[config.mk]
export PLATFORM = sky130hd
export DESIGN_NAME = heapsort_bank_ctrl
export DESIGN_NICKNAME = d
export VERILOG_FILES = /design/src/rtl/heapsort_pkg.sv /design/src/rtl/heapsort_capture.sv /design/src/rtl/heapsort_bank_ctrl.sv
export SDC_FILE = /design/constraint.sdc
export NUM_CORES = 1
export LEC_CHECK = 0
export ABC_AREA = 1
export CAP_MARGIN = 10
export CORE_MARGIN = 4
export CORE_UTILIZATION = 25
export CTS_BUF_LIST = sky130_fd_sc_hd__clkbuf_2
export DETAILED_ROUTE_END_ITERATION = 10
export DONT_BUFFER_PORTS = 1
export MAX_ROUTING_LAYER = met4
export PLACE_DENSITY = 0.44
export SKIP_LAST_GASP = 1
export SLEW_MARGIN = 20
export SYNTH_ARGS = -nofsm -noshare
export SYNTH_HDL_FRONTEND = slang
export SYNTH_SLANG_ARGS = --single-unit
export TNS_END_PERCENT = 1
[constraint.sdc]
create_clock -name clk -period 2.5 [get_ports clk]
set_input_delay 0.5 -clock clk [delete_from_list [all_inputs] [get_ports clk]]
set_output_delay 0.5 -clock clk [all_outputs]
set_load 0.05 [all_outputs]
[src/rtl/heapsort_pkg.sv]
// Shared defaults and sort-side state encoding for the heapsort bank controller.
package heapsort_pkg;

    localparam int DATA_W_DEF = 16;
    localparam int ADDR_W_DEF = 10;
    localparam int OVR_W_DEF  = 8;

    typedef enum logic [1:0] {
        S_IDLE  = 2'd0,
        S_SORT  = 2'd1,
        S_DRAIN = 2'd2
    } state_t;

endpackage

[src/rtl/heapsort_capture.sv]
// Capture side of the ping-pong scheduler: fs edge detect, fill pointer, full flag, overrun tracking.
// With HS_OVR_CNT_EN defined a saturating dropped-sample counter is also provided.
module heapsort_capture
    import heapsort_pkg::*;
#(
    parameter int DATA_W = DATA_W_DEF,
    parameter int ADDR_W = ADDR_W_DEF
`ifdef HS_OVR_CNT_EN
    ,
    parameter int OVR_W  = OVR_W_DEF
`endif
) (
    input  logic              clk,
    input  logic              rst,
    input  logic              fs,
    input  logic              en_rec_in,
    input  logic [DATA_W-1:0] data_in,
    input  logic              fill_bank,
    input  logic              swap,
    output logic [ADDR_W:0]   ram_a_addr,
    output logic              ram_a_we,
    output logic [DATA_W-1:0] ram_a_din,
    output logic              fill_full,
    output logic              overrun
`ifdef HS_OVR_CNT_EN
    ,
    output logic [OVR_W-1:0]  ovr_cnt
`endif
);

    localparam logic [ADDR_W-1:0] IDX_LAST = '1;

    logic              fs_d;
    logic [ADDR_W-1:0] wr_ptr;
    logic              stb;
    logic              wr;
    logic              drop;

`ifdef HS_OVR_CNT_EN
    function automatic logic [OVR_W-1:0] sat_inc(input logic [OVR_W-1:0] v);
        return (&v) ? v : v + 1'b1;
    endfunction
`endif

    assign stb  = fs & ~fs_d & en_rec_in;
    assign wr   = stb & ~fill_full;
    assign drop = stb & fill_full;

    // Write goes out combinationally in the strobe cycle; data is zeroed when idle
    assign ram_a_we   = wr;
    assign ram_a_addr = {fill_bank, wr_ptr};
    assign ram_a_din  = wr ? data_in : '0;

    always_ff @(posedge clk or negedge rst) begin
        if (!rst) begin
            fs_d      <= 1'b0;
            wr_ptr    <= '0;
            fill_full <= 1'b0;
            overrun   <= 1'b0;
`ifdef HS_OVR_CNT_EN
            ovr_cnt   <= '0;
`endif
        end else begin
            fs_d <= fs;
            if (wr) begin
                wr_ptr <= wr_ptr + 1'b1;
            end
            if (swap) begin
                fill_full <= 1'b0;
            end else if (wr && (wr_ptr == IDX_LAST)) begin
                fill_full <= 1'b1;
            end
            if (drop) begin
                overrun <= 1'b1;
`ifdef HS_OVR_CNT_EN
                ovr_cnt <= sat_inc(ovr_cnt);
`endif
            end
        end
    end

endmodule

[src/rtl/heapsort_bank_ctrl.sv]
// Ping-pong bank scheduler between fs-rate capture and the heapsort engine, with port-B arbitration
// and sorted-frame drain. HS_OVR_CNT_EN adds the ovr_cnt dropped-sample counter output.
module heapsort_bank_ctrl
    import heapsort_pkg::*;
#(
    parameter int DATA_W = DATA_W_DEF,
    parameter int ADDR_W = ADDR_W_DEF
`ifdef HS_OVR_CNT_EN
    ,
    parameter int OVR_W  = OVR_W_DEF
`endif
) (
    input  logic              clk,
    input  logic              rst,
    input  logic              fs,
    input  logic              en_rec_in,
    input  logic [DATA_W-1:0] data_in,
    output logic [ADDR_W:0]   ram_a_addr,
    output logic              ram_a_we,
    output logic [DATA_W-1:0] ram_a_din,
    output logic [ADDR_W:0]   ram_b_addr,
    output logic              ram_b_we,
    output logic [DATA_W-1:0] ram_b_din,
    input  logic [DATA_W-1:0] ram_b_dout,
    output logic              srt_start,
    input  logic              srt_done,
    input  logic [ADDR_W-1:0] srt_addr,
    input  logic              srt_we,
    input  logic [DATA_W-1:0] srt_din,
    output logic [DATA_W-1:0] srt_dout,
    output logic [DATA_W-1:0] data_out,
    output logic              data_valid,
    output logic              frame_last,
    output logic              fill_bank,
    output logic              overrun
`ifdef HS_OVR_CNT_EN
    ,
    output logic [OVR_W-1:0]  ovr_cnt
`endif
);

    localparam logic [ADDR_W-1:0] IDX_LAST = '1;

    state_t            state;
    logic              sort_bank;
    logic              fill_full;
    logic              swap;
    logic [ADDR_W-1:0] rd_ptr;
    logic              vld_p1;
    logic              last_p1;

    // Registered state and fill_full: a drain ending as the bank fills defers the swap a cycle
    assign swap = fill_full && (state == S_IDLE);

    heapsort_capture #(
        .DATA_W (DATA_W),
        .ADDR_W (ADDR_W)
`ifdef HS_OVR_CNT_EN
        ,
        .OVR_W  (OVR_W)
`endif
    ) u_capture (
        .clk        (clk),
        .rst        (rst),
        .fs         (fs),
        .en_rec_in  (en_rec_in),
        .data_in    (data_in),
        .fill_bank  (fill_bank),
        .swap       (swap),
        .ram_a_addr (ram_a_addr),
        .ram_a_we   (ram_a_we),
        .ram_a_din  (ram_a_din),
        .fill_full  (fill_full),
        .overrun    (overrun)
`ifdef HS_OVR_CNT_EN
        ,
        .ovr_cnt    (ovr_cnt)
`endif
    );

    // Stage p0: port B address issue (engine in S_SORT, drain reader in S_DRAIN)
    always_comb begin
        ram_b_addr = '0;
        ram_b_we   = 1'b0;
        ram_b_din  = '0;
        case (state)
            S_SORT: begin
                ram_b_addr = {sort_bank, srt_addr};
                ram_b_we   = srt_we;
                ram_b_din  = srt_din;
            end
            S_DRAIN: begin
                ram_b_addr = {sort_bank, rd_ptr};
            end
            default: ;
        endcase
    end

    always_ff @(posedge clk or negedge rst) begin
        if (!rst) begin
            state     <= S_IDLE;
            fill_bank <= 1'b0;
            sort_bank <= 1'b1;
            rd_ptr    <= '0;
            srt_start <= 1'b0;
            vld_p1    <= 1'b0;
            last_p1   <= 1'b0;
        end else begin
            srt_start <= swap;
            vld_p1    <= (state == S_DRAIN);
            last_p1   <= (state == S_DRAIN) && (rd_ptr == IDX_LAST);
            case (state)
                S_IDLE: begin
                    if (swap) begin
                        sort_bank <= fill_bank;
                        fill_bank <= ~fill_bank;
                        state     <= S_SORT;
                    end
                end
                S_SORT: begin
                    if (srt_done) begin
                        rd_ptr <= '0;
                        state  <= S_DRAIN;
                    end
                end
                S_DRAIN: begin
                    rd_ptr <= rd_ptr + 1'b1;
                    if (rd_ptr == IDX_LAST) begin
                        state <= S_IDLE;
                    end
                end
                default: state <= S_IDLE;
            endcase
        end
    end

    // Stage p1: RAM read data returns, qualified by the delayed valid
    assign data_valid = vld_p1;
    assign frame_last = last_p1;
    assign data_out   = vld_p1 ? ram_b_dout : '0;
    assign srt_dout   = ram_b_dout;

endmodule

==> flow_summary.ini <==
[run_status]
status = finished, final reports clean

[clock_network]
numCtsBuffers = 5
clockBufferDepth = 2
cts_tree = yes
cts_sinks = 30
cts_max_level = 2
insertion_delay_ps = 380
clk_pin_slew_ps = 170
root_buffer = clkbuf_2
postCtsSetupRepairBufs = 0

[timing]
max_slew_margin_pct = 59.3
rsz0062_at_grt = no
max_freq_mhz = 436
min_period_ps = 2290
tightest_slew_ps = 610
finalHoldViolCount = 0
setup_viol = 0
min_period_over_period_pct = 91.8
setup_slack_ps = 206
finalMaxSlewViolations = 0
skew_ps = 32.4
fin_setup_tns_ps = 0

[placement]
dp_worst_setup_slack_ps = 564
gp_congestion = 0.774
post-dp-hpwl_mm = 4.44
placed_area_mm2 = 0.00238
portBuffers = 0

[grt]
antenna_found_initial = 0
use_met1_pct = 12.2
grt_first_pass_wirelength_mm = 8.16
met2_usage_pct = 17.1
met3_usage_pct = 2.08
grt-ovfl-total = 0
grt_usage_pct = 10.3
busiest_layer = met2
first_global_vias = 1676
grt_max_degree = 31

[synthesis]
synthesis.nets = 394
synth.area.mux_share_pct = 0
yosysWarnings = 0
postSynthCellCount = 323
ys_types = 24
ys_seq_area_share_pct = 34.8
synthAdderAreaFrac_pct = 4.05
avgSynthCellArea_um2 = 6.69
synth_top_family_by_area = simple AND/OR/NAND/NOR gates
synth_xor_area_share_pct = 4.86
synthSimpleGateAreaFrac_pct = 29.6
ys_ff_latch = 30
async_flop_share_pct = 100
yosys_most_used_dff = dfrtp_1
synth_compound_area_share_pct = 5.84
syn_area_mm2 = 0.00216
synth_edf_count = 0

[worst_setup_path]
start_kind = register
cp_data_arrival_time_ps = 1790
crit_fanout = 11
worstSetupEndpointType = primary output
worst_ep_required_time_ps = 2000
path_class = register to primary output
ff2ff_path_depth = 9

[floorplanning]
coreArea_mm2 = 0.00830
die_h_um = 101
die_w_um = 101
initial_utilization_pct = 26.1
io_pins = 157
std_cell_rows = 33
dieArea_mm2 = 0.0102

[worst_hold_path]
min_path_cells = 0
hold_path.class = input port to register

[routing]
wirelength_mm = 5.58
drt_first_pass_iters = 4
wl_per_cell_um = 12.5
drtIter0Drc = 65
drc = 0
vias = 1862
viasPerCell = 4.17
detail-route-antenna-nets = 0

[power]
power_frac_seq_pct = 29.0
power_density_mw_per_mm2 = 1030
clkPwrFrac_pct = 9.9
intPower_mw = 0.946
ir_drop_v = 0.000372
leakage_nw = 1.45
combinationalPowerShare_pct = 61.1
total_power_mw = 2.53
sw_frac_of_total_pct = 62.7
p_sw_mw = 1.59

[layout]
areaGrowthSynthToFinish_pct = 13.7
final_nets = 411
drive_gt1_share_pct = 16.1
antenna_cells = 0
finish.instance_area_mm2 = 0.00246

[job]
drv_cap = 0
==> critical path, cell delays in order, from the launching register on <==
cell and delay, ps:
dfrtp_1 430, inv_1 100, ha_1 320, inv_1 170, nor3_2 210, buf_4 220
==> metal layers <==
metal / vias to the layer above / part of all wire, %
met2: 70 / 50
met1: 814 / 42
met4: 0 / 2.3
li1: 963 / -
met5: - / 0
met3: 15 / 6.2
==> through the flow <==
step / hold WS (ps) / utilization [%] / std cells
floorplan: 204 / - / 323
global placement: 207 / 28.7 / 436
finish: 135 / 29.6 / 446
global route: 61.1 / 29.6 / 446
detailed placement: 207 / 28.7 / 436
CTS: 93.4 / 29.6 / 446
==> synth_stat cells (2+ instances only) <==
cell	instances	area (µm²)
ha_1	7	87.6
nor2_1	34	128
nand4_1	5	31.3
o31ai_1	2	15.0
xnor2_1	7	61.3
xor2_1	5	43.8
dfrtp_1	29	726
nand2_2	2	12.5
nor3_1	3	15.0
a21oi_1	15	75.1
nand2_1	94	353
clkbuf_1	3	11.3
nor2_4	2	22.5
inv_1	72	270
buf_4	18	135
o21ai_0	5	25.0
nand3_1	7	35.0
nand3_2	2	20.0
buf_2	6	30.0
==> placed cells by master (no fill, tap or decap), types with 5 or more instances in the layout <==
| master | n |
|---|---|
| nor2_1 | 34 |
| buf_4 | 35 |
| nand2_1 | 94 |
| nand4_1 | 5 |
| a21oi_1 | 15 |
| dfrtp_1 | 29 |
| nand3_1 | 7 |
| xnor2_1 | 7 |
| xor2_1 | 5 |
| o21ai_0 | 5 |
| clkbuf_2 | 5 |
| ha_1 | 6 |
| inv_1 | 72 |
==> logic make-up (layout without fill, tap and decap cells) <==
group / Yosys count / after routing
adder cells (fa/ha/maj): 7 / 7
AND/OR/NAND/NOR: 151 / 151
XOR/XNOR: 12 / 12
AO/OA/AOI/OAI: 23 / 23
buffers and inverters: 100 / 118
flip-flops: 30 / 30
==> registers in the layout (all words and copies together) (netlist names) <==
register and count:
data_valid 1, fill_bank 1, frame_last 1, rd_ptr 10, sort_bank 1, srt_start 1
state 2, u_capture.fill_full 1, u_capture.fs_d 1, u_capture.overrun 1, u_capture.wr_ptr 10
==> area by class of cell <==
cell class	count	area, µm²
fill	902	5840
multi-input combinational	193	967
sequential	30	752
timing repair buffer	37	293
inverter	73	274
tap	105	131
clock buffer	5	25.0
clock inverter	3	16.3
==> power groups by stage <==
stage / registers (mW) / clock network, mW / logic, mW
after floorplan: 0.819 / 0 / 1.28
after global placement: 0.746 / 0 / 1.54
after detailed placement: 0.751 / 0 / 1.54
after CTS: 0.740 / 0.264 / 1.57
after global routing: 0.755 / 0.288 / 1.67
final: 0.735 / 0.250 / 1.55
==> timing repair <==
action,CTS,global route
hold buffers,2,0
setup endpoints to repair,0,1
endpoints found under the hold margin,30,0
gates resized for setup,0,1
==> worst paths after layout <==
kind                           startpoint                  end  slack (ps)
max                              state[0]       ram_b_addr[10]         210
min                                    fs       u_capture.fs_d         140
max reg2reg                      state[1]            rd_ptr[6]         660
min reg2reg                u_capture.fs_d    u_capture.overrun         530
max in group asynchronous             rst            sort_bank        1680
min in group asynchronous             rst  u_capture.wr_ptr[3]         550
No activity file was read; power rests on OpenSTA's default activity.
